## src/rtl/hazard_stall_ctrl.sv

```systemverilog
`default_nettype none
// ============================================================================
// Module      : hazard_stall_ctrl
// Description : Pipeline sequencer for the 5-stage CPU. Drives PC / IF/ID
//               write enables and IF/ID, ID/EX, EX/MEM flush/hold lines from
//               load-use hazards, data-memory wait states and MEM-stage PC
//               redirects. Flags sticky memory timeouts and counts stall
//               cycles (saturating).
// Revision    : 1.0 - initial release
// ============================================================================
module hazard_stall_ctrl #(
    parameter int unsigned REG_W     = 6,
    parameter int unsigned LU_CYCLES = 1,
    parameter int unsigned TIMEOUT   = 64,
    parameter int unsigned CNT_W     = 16
) (
    input  logic             clk,
    input  logic             rst_n,
    input  logic [REG_W-1:0] id_rs,
    input  logic [REG_W-1:0] id_rt,
    input  logic             id_use_rs,
    input  logic             id_use_rt,
    input  logic             ex_mem_read,
    input  logic [REG_W-1:0] ex_rd,
    input  logic             redirect,
    input  logic             mem_req,
    input  logic             mem_ready,
    output logic             pc_write,
    output logic             ifid_write,
    output logic             ifid_flush,
    output logic             idex_flush,
    output logic             exmem_flush,
    output logic             exmem_hold,
    output logic             mem_timeout,
    output logic [CNT_W-1:0] stall_cycles
);

    localparam logic [1:0] c_LU_CYCLES = 2'(LU_CYCLES);
    localparam logic [7:0] c_TIMEOUT   = 8'(TIMEOUT);

    typedef enum logic [1:0] {
        RUN     = 2'd0,
        LDSTALL = 2'd1,
        MWAIT   = 2'd2,
        ERR     = 2'd3
    } state_t;

    state_t           r_state;
    state_t           w_state_eff;
    state_t           w_state_next;
    logic [1:0]       r_lu_cnt;
    logic [1:0]       w_lu_cnt_next;
    logic [7:0]       r_wait_cnt;
    logic [7:0]       w_wait_cnt_next;
    logic             r_mem_timeout;
    logic             w_timeout_set;
    logic [CNT_W-1:0] r_stall_cycles;
    logic             w_load_use;
    logic             w_mem_wait;
    logic             w_run_eval;
    logic             w_in_ldstall;

    // Hazard and memory-wait detection from the current pipeline contents
    always_comb begin
        w_load_use = ex_mem_read &&
                     ((id_use_rs && (id_rs == ex_rd)) || (id_use_rt && (id_rt == ex_rd)));
        w_mem_wait = mem_req && !mem_ready;
    end

    // Next-state and control outputs; a cycle under reset is decoded as RUN
    always_comb begin
        w_state_eff     = rst_n ? r_state : RUN;
        w_state_next    = w_state_eff;
        w_lu_cnt_next   = r_lu_cnt;
        w_wait_cnt_next = r_wait_cnt;
        w_timeout_set   = 1'b0;
        pc_write        = 1'b1;
        ifid_write      = 1'b1;
        ifid_flush      = 1'b0;
        idex_flush      = 1'b0;
        exmem_flush     = 1'b0;
        exmem_hold      = 1'b0;

        // A released memory wait behaves exactly like RUN for this cycle
        w_run_eval   = (w_state_eff == RUN) || (w_state_eff == LDSTALL) ||
                       ((w_state_eff == MWAIT) && mem_ready);
        w_in_ldstall = (w_state_eff == LDSTALL);

        if (w_state_eff == ERR) begin
            pc_write   = 1'b0;
            ifid_write = 1'b0;
            exmem_hold = 1'b1;
        end else if (!w_run_eval) begin
            // Still waiting on memory; redirect stays parked in EX/MEM
            pc_write        = 1'b0;
            ifid_write      = 1'b0;
            exmem_hold      = 1'b1;
            w_wait_cnt_next = r_wait_cnt + 8'd1;
            if ((r_wait_cnt + 8'd1) == c_TIMEOUT) begin
                w_state_next  = ERR;
                w_timeout_set = 1'b1;
            end
        end else begin
            w_wait_cnt_next = 8'd0;
            if (w_mem_wait) begin
                pc_write        = 1'b0;
                ifid_write      = 1'b0;
                exmem_hold      = 1'b1;
                w_state_next    = MWAIT;
                w_wait_cnt_next = 8'd1;
                w_lu_cnt_next   = 2'd0;
            end else if (redirect) begin
                ifid_flush    = 1'b1;
                idex_flush    = 1'b1;
                exmem_flush   = 1'b1;
                w_state_next  = RUN;
                w_lu_cnt_next = 2'd0;
            end else if (w_in_ldstall && (r_lu_cnt < c_LU_CYCLES)) begin
                pc_write      = 1'b0;
                ifid_write    = 1'b0;
                idex_flush    = 1'b1;
                w_lu_cnt_next = r_lu_cnt + 2'd1;
                w_state_next  = LDSTALL;
            end else if (w_in_ldstall) begin
                // Last bubble issued: release without re-checking the hazard
                w_lu_cnt_next = 2'd0;
                w_state_next  = RUN;
            end else if (w_load_use) begin
                pc_write      = 1'b0;
                ifid_write    = 1'b0;
                idex_flush    = 1'b1;
                w_lu_cnt_next = 2'd1;
                w_state_next  = LDSTALL;
            end else begin
                w_state_next = RUN;
            end
        end
    end

    // State, counters and sticky flag register with synchronous reset
    always_ff @(posedge clk) begin
        if (!rst_n) begin
            r_state        <= RUN;
            r_lu_cnt       <= 2'd0;
            r_wait_cnt     <= 8'd0;
            r_mem_timeout  <= 1'b0;
            r_stall_cycles <= '0;
        end else begin
            r_state       <= w_state_next;
            r_lu_cnt      <= w_lu_cnt_next;
            r_wait_cnt    <= w_wait_cnt_next;
            r_mem_timeout <= r_mem_timeout | w_timeout_set;
            if (!pc_write && (r_stall_cycles != {CNT_W{1'b1}})) begin
                r_stall_cycles <= r_stall_cycles + CNT_W'(1);
            end
        end
    end

    assign mem_timeout  = r_mem_timeout;
    assign stall_cycles = r_stall_cycles;

endmodule
`default_nettype wire

```

## config.mk

```make
export PLATFORM = sky130hd
export DESIGN_NAME = hazard_stall_ctrl
export DESIGN_NICKNAME = d
export VERILOG_FILES = /design/src/rtl/hazard_stall_ctrl.sv
export SDC_FILE = /design/constraint.sdc
export NUM_CORES = 1
export LEC_CHECK = 0
export CORE_MARGIN = 2
export CORE_UTILIZATION = 53
export CTS_BUF_LIST = sky130_fd_sc_hd__clkbuf_8
export DETAILED_ROUTE_END_ITERATION = 10
export PLACE_DENSITY = 0.88
export SYNTH_ARGS = -nofsm -noshare
export SYNTH_HDL_FRONTEND = slang
export SYNTH_SLANG_ARGS = --single-unit
export TNS_END_PERCENT = 20
```

## constraint.sdc

```tcl
create_clock -name clk -period 4.3 [get_ports clk]
set_input_delay 0.43 -clock clk [delete_from_list [all_inputs] [get_ports clk]]
set_output_delay 0.43 -clock clk [all_outputs]
set_load 0.005 [all_outputs]
```

### Yosys cells after proc, flatten, opt, wreduce, memory -nomap -nowiden

Cells that the tools add are included.

* logic and storage cells: 73
* register bits after elaboration: 29

* multiplexer cells: 40
* $lt $le $gt $ge: 1
* add/sub/neg operators: 3
* eq/ne operators: 7
* bitwise gates (word level): 2
* reductions and logical operators: 15

Operators by type and width (number)
* 1-bit two-way mux: 29
* 2-bit two-way mux: 10
* 16-bit by 1-bit adder with 16-bit output (second input constant): 1
* 16-bit != test (second input constant): 1
* 6-bit == test: 2
* 8-bit by 1-bit adder with 8-bit output (second input constant): 1
* 8-bit by 7-bit == test with 1-bit output (second input constant): 1
* 8-bit two-way mux: 1
* 1-bit logical AND: 7
* 5-bit nonzero test: 1
* 2-bit == test (second input constant): 2
* 1-bit logical OR: 3
* 3-bit AND reduction: 1
* 2-bit by 1-bit adder with 2-bit output (second input constant): 1
* 2-bit by 1-bit == test with 1-bit output (second input constant): 1
* 1-bit zero test: 2
* 2-bit zero test: 1
* 2-bit by 1-bit < comparator with 1-bit output (second input constant): 1
* 1-bit NOT: 1
* 1-bit bitwise OR: 1

### Depth between registers and ports, before layout

Gate-level depths: netlist of the first run.

* word-level depth: 13
* mapped depth: 10
* depth with buffers taken out: 8

### Worst setup path after synthesis of the first run

OpenSTA, ideal clock, no wires.

* path kind: register -> register
* from: reg r_stall_cycles[0], in the netlist stall_cycles[0]
* to: reg r_stall_cycles[1], in the netlist stall_cycles[1]
* stages on the path, launching flop included: 10
* clock period less this slack: 2041 ps
* setup time: 129 ps
* required time: 4171 ps
* path slack: 2259 ps
* arrival: 1912 ps
* path buffers: 2
* path through: dfxtp_1 ha_1 and4_1 nand4_2 o211a_1 a21oi_4 buf_6 buf_12 mux2i_1 nor2_1

* cells in the longest elaborated chain, start to end: 2

Ends and longest elaborated chain
* from (decl): line 57 `logic [CNT_W-1:0] r_stall_cycles;`
* from (signal assigned): line 154 `r_stall_cycles <= r_stall_cycles + CNT_W'(1);`
* parallel branches: the longest is 2 deep, another holds 16-bit by 1-bit adder with 16-bit output

Parallel ways; which one is timed is not known.
A chain may end at the register's enable or synchronous reset.

### Worst setup path after layout of the first run

* from: in ex_rd[1]
* to: out idex_flush

* cells in the longest elaborated chain, start to end: 11

Ends and longest elaborated chain
* from (decl): line 24 `input logic [REG_W-1:0] ex_rd,`
* 6-bit == test: line 66 `((id_use_rs && (id_rs == ex_rd)) || (id_use_rt && (id_rt == ex_rd)));`
* 1-bit logical AND: line 66
* 1-bit logical OR *: line 66
* 1-bit logical AND *: line 65 `w_load_use = ex_mem_read &&`
* 1-bit two-way mux *: line 128 `end else if (w_load_use) begin`
* 1-bit two-way mux *: line 124 `end else if (w_in_ldstall) begin`
* 1-bit two-way mux *: line 118 `end else if (w_in_ldstall && (r_lu_cnt < c_LU_CYCLES)) begin`
* 1-bit two-way mux *: line 112 `end else if (redirect) begin`
* 1-bit two-way mux *: line 105 `if (w_mem_wait) begin`
* 1-bit two-way mux *: line 93 `end else if (!w_run_eval) begin`
* 1-bit two-way mux *: line 89 `if (w_state_eff == ERR) begin`
* to (decl): line 31 `output logic idex_flush,`

Mark *: on every way between the ends. The rest lies on a longest branch, timed or not.

==> results of run 1 <==
==> state kept, by name, indices dropped and copies added, names as in the netlist <==
signal	flops
r_lu_cnt	2
stall_cycles	16
r_wait_cnt	8
r_state	2
mem_timeout	1
==> cell usage after synthesis (3+ instances only) <==
| cell | number | area, sq um |
|---|---|---|
| inv_1 | 6 | 22.5 |
| nand4_1 | 7 | 43.8 |
| and3_1 | 4 | 25.0 |
| and2_1 | 5 | 31.3 |
| o31ai_1 | 8 | 60.1 |
| a31oi_1 | 3 | 18.8 |
| xnor2_1 | 12 | 105 |
| ha_1 | 3 | 37.5 |
| o21ai_1 | 6 | 30.0 |
| a21oi_1 | 22 | 110 |
| nand3_1 | 15 | 75.1 |
| o21ai_0 | 14 | 70.1 |
| dfxtp_1 | 29 | 581 |
| and4_1 | 3 | 26.3 |
| or3_1 | 6 | 37.5 |
| or4_1 | 6 | 45.0 |
| nand2_1 | 8 | 30.0 |
| nor2_1 | 12 | 45.0 |
==> cell type report <==
type	instances	area, sq um	share of cell area, %
multi-input cells	164	1050	45.4
clock inverters	2	33.8	1.47
clock buffers	6	82.6	3.58
repair buffers	48	480	20.8
flip-flops and latches	29	581	25.2
inverters	7	26.3	1.14
well taps	44	55.1	2.39
==> worst min path at each step <==
stage	from	endpoint	cells past startpoint
after floorplan	r_lu_cnt[1]	r_lu_cnt[1]	2
after global placement	mem_timeout	mem_timeout	2
after detailed placement	mem_timeout	mem_timeout	2
after CTS	r_lu_cnt[1]	r_lu_cnt[1]	2
after global routing	mem_timeout	mem_timeout	2
final	mem_timeout	mem_timeout	2
==> where the power goes <==
group / leakage [nW] / switching [mW] / internal [mW]
Clock: 0.0626 / 0.106 / 0.186
Sequential: 0.234 / 0.00355 / 0.272
Combinational: 0.481 / 0.0340 / 0.0459
==> placed cells by master, fill, tap and decap left out, types with 7 or more instances in the layout <==
cell type and instances:
clkdlybuf4s50_1 48, dfxtp_1 29, a21oi_1 22, nand3_1 15
o21ai_0 14, xnor2_1 12, nor2_1 12, nand2_1 8
o31ai_1 8, inv_1 7, nand4_1 7
==> worst min-delay path: stages, from the launching register on <==
cell     delay, ns
dfxtp_1       0.33
a21oi_1       0.04
nor2_1        0.07
==> stage by stage <==
step | cells | worst slack, ns | util, %
3_5_place_dp | 292 | 1.36 | 71.1
2_1_floorplan | 208 | 2.26 | -
3_3_place_gp | 292 | 1.40 | 71.1
4_1_cts | 300 | 1.35 | 74.9
6_report | 300 | 1.36 | 74.9
5_1_grt | 300 | 1.18 | 74.9
==> cells by family after synthesis <==
kind of cell	count (synthesis)	synth area share, %
adder cells (fa/ha/maj)	3	2.19
AND/OR/NAND/NOR	80	27.0
multiplexers	2	1.24
XOR/XNOR	13	6.63
flip-flops	29	33.8
buffers and inverters	15	5.25
AO/OA/AOI/OAI	66	23.8
==> routing by layer <==
metal	up-vias	global-route usage, %
li1	875	-
met3	8	6.82
met4	0	10.2
met1	816	29.8
met2	54	38.6
met5	-	0
==> results.toml, run 1 <==
[synth]
ys_warn_count = 0
synth_fp_nets = 237
synthArstFlopShare_pct = 0
postSynthCellCount = 208
synth_seq_area_share_pct = 33.8
synth_edf_count = 0
avgSynthCellArea_sq_um = 8.25
synth_cell_types = 49
yosys_register_bits = 29
netlist_area_sq_um = 1720
synth_flop_cell = "dfxtp_1"

[routing]
routed_wl_mm = 4.09
dr.pass1.iters = 4
route.met2.wl_mm = 1.98
drt_iter0_drc = 110
topRoutingLayerUsed = "met4"
drc = 0
via_count = 1753
via_per_inst = 5.84
wl_per_cell_um = 13.6
wl_met3_um = 224
antenna_left = 0
wl_met1_mm = 1.82

[layout]
syn2layout_area_growth_pct = 34.3
postLayoutCellArea_sq_um = 2300
drive_gt1_share_pct = 4.69
n_antenna_cell = 0
nNetsFinal = 284
nFillCells = 248

[grt]
grt_max_degree = 27
grt_pass1_wl_mm = 6.70
grt_pass1_vias = 1591
grt_usage_pct = 23.9
overflow = 0
antenna_found_initial = 0

[status]
status = "finished clean"

[timing]
finalCritPeriodShare_pct = 68.4
worst_hold_slack_ns = 0.480
max_slew_margin_pct = 43.4
setup_viol = 0
fmax_mhz = 340
setup_tns_ns = 0
hold_viol = 0
rsz0062_at_grt = "no"
post-route-min-period_ns = 2.94
slew_viol_final = 0
worstMarginPinSlew_ns = 0.842
fin_skew_ns = 0.00488

[worst_setup_path]
reg2regPathDepth = 7
required_ns = 3.87
crit_buf_inv = 2
endpoint = "idex_flush"
critical_path_class = "input pin to output pin"
r2r_start = "stall_cycles[0]"
timing.rr.end = "stall_cycles[11]"
start_kind = "input pin"
crit_path_start = "ex_rd[1]"
critPathCaptureType = "output pin"
path_depth = 7
worst_ep_arrival_time_ns = 2.51
cp_top_family = "buffers and inverters"
reg2reg_setup_slack_ns = 1.97
cp_slowest_stage_delay_ns = 0.53
cp_slowest_cell = "clkdlybuf4s50_1"
path_cells = "clkdlybuf4s50_1 > xnor2_1 > nand4_1 > o22ai_1 > a31oi_1 > a21oi_1 > clkdlybuf4s50_1"
cp_max_fo = 4
critical_path.most_common_cell = "clkdlybuf4s50_1"

[clock_tree]
clock_path_buffers = 2
cts_max_level = 2
ctsHoldBuffers = 0
cts_inserted_buffers = 5
post_cts_buffers = 0
cts_tree = "built"
cts_num_sinks = 29
cts_root_buffer = "clkbuf_8"
clk_pin_slew_ns = 0.06
cts_resized = 0
clock_latency_ns = 0.28

[floorplanning]
fp.dieArea_sq_um = 3710
fp.dieH_um = 60.9
die_x_um = 60.9
initial_core_util_pct = 55.8
core_area_sq_um = 3080
ioPinCount = 49
rows = 20

[power]
power-per-cell-area_nw_per_um2 = 281
total_power_mw = 0.647
p_leak_nw = 0.778
vdd_drop_max_v = 0.000257

[place]
place_area_sq_um = 2190
hpwl_mm = 2.86
portBuffers = 48
gp_congestion = 0.807

[job]
maxCapViolCount = 0

[hold_path]
min_path_type = "register to register"
Note: power is estimated with default switching activity, not from simulation.
==> run 2, diff against run 1 <==
- CORE_UTILIZATION: 53 -> 49
- PLACE_DENSITY: 0.88 -> 0.82
- clock period: 4.3 -> 2.89 ns (I/O delays scaled with it)
==> run 2 against run 1 <==
Sequential power grew 49%. Routed wire length rose by 1.5%. Final cell count increased by 1.7%. Global-route usage is 0.96 points lower. Sequential share of layout area is 0.055 points higher. Setup slack got worse by 1.1 ns. Sequential cell count unchanged. Hold slack got worse by 0.0099 ns. Design area down 0.22%. Highest routed layer unchanged.
==> results.toml, run 2 (synthesized netlist as in run 1, its figures left out) <==
[timing]
max_slew_margin_pct = 60.9
rsz0062_at_grt = "no"
worstMarginPinSlew_ns = 0.585
slew_viol_final = 0
setup_tns_ns = 0
finalCritPeriodShare_pct = 89.8
setup_viol = 0
fmax_mhz = 385
hold_viol = 0
setup_ws_ns = 0.293
post-route-min-period_ns = 2.60
fin_skew_ns = 0.00781

[layout]
n_antenna_cell = 0
stdcell_count = 305
fin_util_pct = 68.4
largest_reg_flops = 16
drive_gt1_share_pct = 6.18
nFillCells = 326
nNetsFinal = 287
syn2layout_area_growth_pct = 34.0
final_cell_mix = "48 x clkdlybuf4s50_1, 29 x dfxtp_1, 22 x a21oi_1, 15 x nand3_1, 14 x o21ai_0"
final_common_cell = "clkdlybuf4s50_1"

[worst_setup_path]
worst_ep_arrival_time_ns = 2.31
path_cells = "clkdlybuf4s50_1 > nor2b_1 > o221ai_1 > a31oi_1 > clkdlybuf4s50_1"
cp_slowest_cell = "clkdlybuf4s50_1"
start_kind = "input pin"
required_ns = 2.60
cp_slowest_stage_delay_ns = 0.60
critPathCaptureType = "output pin"
critical_path_class = "input pin to output pin"
cp_max_fo = 6
critical_path.most_common_cell = "clkdlybuf4s50_1"

[place]
post-place-ws_ns = 0.326
hpwl_mm = 3.04
dpl.cell_count = 297
gp_congestion = 0.785
portBuffers = 48

[routing]
antenna_left = 0
via_count = 1735
via_per_inst = 5.69
drt_iter0_drc = 103
wl_per_cell_um = 13.6
drc = 0
routed_wl_mm = 4.15
dr.pass1.iters = 4

[power]
vdd_drop_max_v = 0.000286
p_leak_nw = 0.775
total_power_mw = 0.860
power-per-cell-area_nw_per_um2 = 374

[floorplanning]
fp.dieH_um = 63.2
rows = 21
die_x_um = 63.2
fp.dieArea_sq_um = 3990
initial_core_util_pct = 51.0
ioPinCount = 49
core_area_sq_um = 3360

[clock_tree]
clock_latency_ns = 0.29
ctsHoldBuffers = 0
clock_path_buffers = 2
clk_pin_slew_ns = 0.07
cts_tree = "built"
cts_inserted_buffers = 5
post_cts_buffers = 0
cts_max_level = 2
cts_resized = 0
cts_root_buffer = "clkbuf_8"
cts_num_sinks = 29

[hold_path]
min_path_type = "register to register"

[grt]
grt_usage_pct = 22.9
grt_max_degree = 27
overflow = 0
grt_pass1_wl_mm = 7.32
grt_pass1_vias = 1594
antenna_found_initial = 0

[job]
maxCapViolCount = 0

[status]
status = "finished clean"
## run 2: changes by cell type in the layout (fill, tap and decap cells not counted)
cell and delta:
buf_4 +3, clkinv_2 +2, bufinv_16 -1, clkbuf_8 -1
clkinvlp_4 +1, inv_1 -1
## run 2: metal layers
metal	up-vias	global-route usage (%)	wire (um)
met5	-	0	0
met4	0	8.97	58
met3	7	7.32	227
met2	56	37.6	1920
met1	783	27.9	1950
li1	889	-	-
## run 2: final timing paths
| path | startpoint | to | slack [ns] | cells past startpoint |
|---|---|---|---|---|
| max | mem_ready | ifid_write | 0.29 | 5 |
| min | mem_timeout | mem_timeout | 0.47 | 2 |
| max reg2reg | stall_cycles[0] | stall_cycles[1] | 0.58 | 7 |
| min reg2reg | mem_timeout | mem_timeout | 0.47 | 2 |
## run 2: cell type report
cell class / count / area [sq um] / area share [%]
clock buffers: 5 / 68.8 / 2.99
inverters: 7 / 26.3 / 1.14
repair buffers: 51 / 503 / 21.9
clock inverters: 3 / 17.5 / 0.762
flip-flops and latches: 29 / 581 / 25.2
multi-input cells: 164 / 1050 / 45.5
well taps: 46 / 57.6 / 2.50
## run 2: report_power, final
| part | switching [mW] | internal [mW] | leakage [nW] | total, mW |
|---|---|---|---|---|
| sequential | 0.00547 | 0.404 | 0.234 | 0.410 |
| clock | 0.165 | 0.166 | 0.0439 | 0.330 |
| combinational | 0.0503 | 0.0698 | 0.497 | 0.120 |
## run 2: stage by stage
| stage | hold slack (ns) | instance area, sq um |
|---|---|---|
| 2_1_floorplan | 0.394 | 1720 |
| 3_3_place_gp | 0.454 | 2210 |
| 3_5_place_dp | 0.465 | 2210 |
| 4_1_cts | 0.481 | 2300 |
| 5_1_grt | 0.532 | 2300 |
| 6_report | 0.470 | 2300 |
## run 2: worst max-delay path, delay by kind of cell
kind,cells,cell delay (ns)
and+or+nand+nor,1,0.24
AOI/OAI and AO/OA,2,0.62
buffers and inverters,2,1.15
==> run 3, diff against run 2 <==
- MAX_ROUTING_LAYER: default -> met4
- SKIP_LAST_GASP: default -> 1
==> run 3 against run 2 <==
Core utilization is the same. First-iteration DRC count decreased by 4.9%. Combinational power about the same. Critical path type unchanged. Total power about the same. Routed wire length grew 0.29%. Critical path depth did not move. Register-to-register slack hardly changed.
==> results.toml, run 3 (synthesized netlist as in run 1, its figures left out) <==
[place]
gp_congestion = 0.796
post-place-ws_ns = 0.326
hpwl_mm = 3.04
portBuffers = 48

[timing]
slew_viol_final = 0
finalCritPeriodShare_pct = 89.4
setup_ws_ns = 0.307
max_slew_margin_pct = 61.1
rsz0062_at_grt = "no"
worstMarginPinSlew_ns = 0.583
setup_viol = 0
fin_skew_ns = 0.00723
worst_hold_slack_ns = 0.470
post-route-min-period_ns = 2.58
setup_tns_ns = 0
hold_viol = 0
fmax_mhz = 387

[routing]
drc = 0
via_per_inst = 5.73
antenna_left = 0
wl_per_cell_um = 13.7
drt_iter0_drc = 98
dr.pass1.iters = 4
via_count = 1747
routed_wl_mm = 4.17

[job]
maxCapViolCount = 0

[power]
vdd_drop_max_v = 0.000286
p_leak_nw = 0.775
power-per-cell-area_nw_per_um2 = 374
total_power_mw = 0.861

[layout]
n_antenna_cell = 0
nNetsFinal = 287
syn2layout_area_growth_pct = 34.0
final_cell_mix = "48 x clkdlybuf4s50_1, 29 x dfxtp_1, 22 x a21oi_1, 15 x nand3_1, 14 x o21ai_0"
final_common_cell = "clkdlybuf4s50_1"
drive_gt1_share_pct = 6.18
largest_reg_flops = 16

[status]
status = "finished clean"

[worst_setup_path]
start_kind = "input pin"
timing.rr.end = "stall_cycles[1]"
worst_ep_arrival_time_ns = 2.29
critical_path_class = "input pin to output pin"
critPathCaptureType = "output pin"
reg2regPathDepth = 7
crit_path_start = "mem_ready"
required_ns = 2.60
cp_max_fo = 6
endpoint = "ifid_write"
reg2reg_setup_slack_ns = 0.58
r2r_start = "stall_cycles[0]"

[clock_tree]
cts_inserted_buffers = 5
clock_path_buffers = 2
clock_latency_ns = 0.29
cts_resized = 0
clk_pin_slew_ns = 0.07
cts_root_buffer = "clkbuf_8"
cts_num_sinks = 29
post_cts_buffers = 0
cts_max_level = 2
cts_tree = "built"
ctsHoldBuffers = 0

[floorplanning]
die_x_um = 63.2
fp.dieH_um = 63.2
fp.dieArea_sq_um = 3990
ioPinCount = 49
initial_core_util_pct = 51.0
rows = 21
core_area_sq_um = 3360

[grt]
grt_usage_pct = 23.5
grt_pass1_wl_mm = 7.31
overflow = 0
antenna_found_initial = 0
grt_pass1_vias = 1597
grt_max_degree = 27

[hold_path]
min_path_type = "register to register"
## run 3: cell counts in the layout (fill, tap and decap cells not counted)
No cell type changed its count.
## run 3: stage by stage
step                instances  area [sq um]  utilization [%]
finish                    305          2300             68.4
global route              305          2300             68.4
CTS                       305          2300             68.4
detailed placement        297          2210             65.8
global placement          297          2210             65.8
floorplan                 208          1720                -
## run 3: layout make-up
type | count | area, sq um
inverter | 7 | 26.3
clock inverter | 3 | 17.5
timing repair buffer | 51 | 503
multi-input combinational | 164 | 1050
sequential | 29 | 581
clock buffer | 5 | 68.8
fill | 326 | 1060
tap | 46 | 57.6
## run 3: worst min path at each step
stage | cells after the start | end | startpoint
final | 2 | mem_timeout | mem_timeout
after detailed placement | 2 | mem_timeout | mem_timeout
after global routing | 2 | r_lu_cnt[1] | r_lu_cnt[1]
after floorplan | 1 | r_state[0] | redirect
after global placement | 2 | mem_timeout | mem_timeout
after CTS | 2 | mem_timeout | mem_timeout
## run 3: power by group
group	total [mW]	switching [mW]	internal, mW
clock network	0.331	0.165	0.166
logic	0.120	0.0502	0.0698
registers	0.410	0.00544	0.404
## run 3: routing by layer
metal  GRT usage [%]  share of wire [%]  up-vias
met3            6.79                4.9        6
met2            37.8                 46       55
met1            28.0                 48      796
met4            8.97                1.3        0
met5               -                  0        -
li1                -                  -      890
## run 3: critical path, stage by stage
cell             delay, ns
clkdlybuf4s50_1       0.55
nor2b_1               0.24
o221ai_1              0.19
a31oi_1               0.42
clkdlybuf4s50_1       0.60
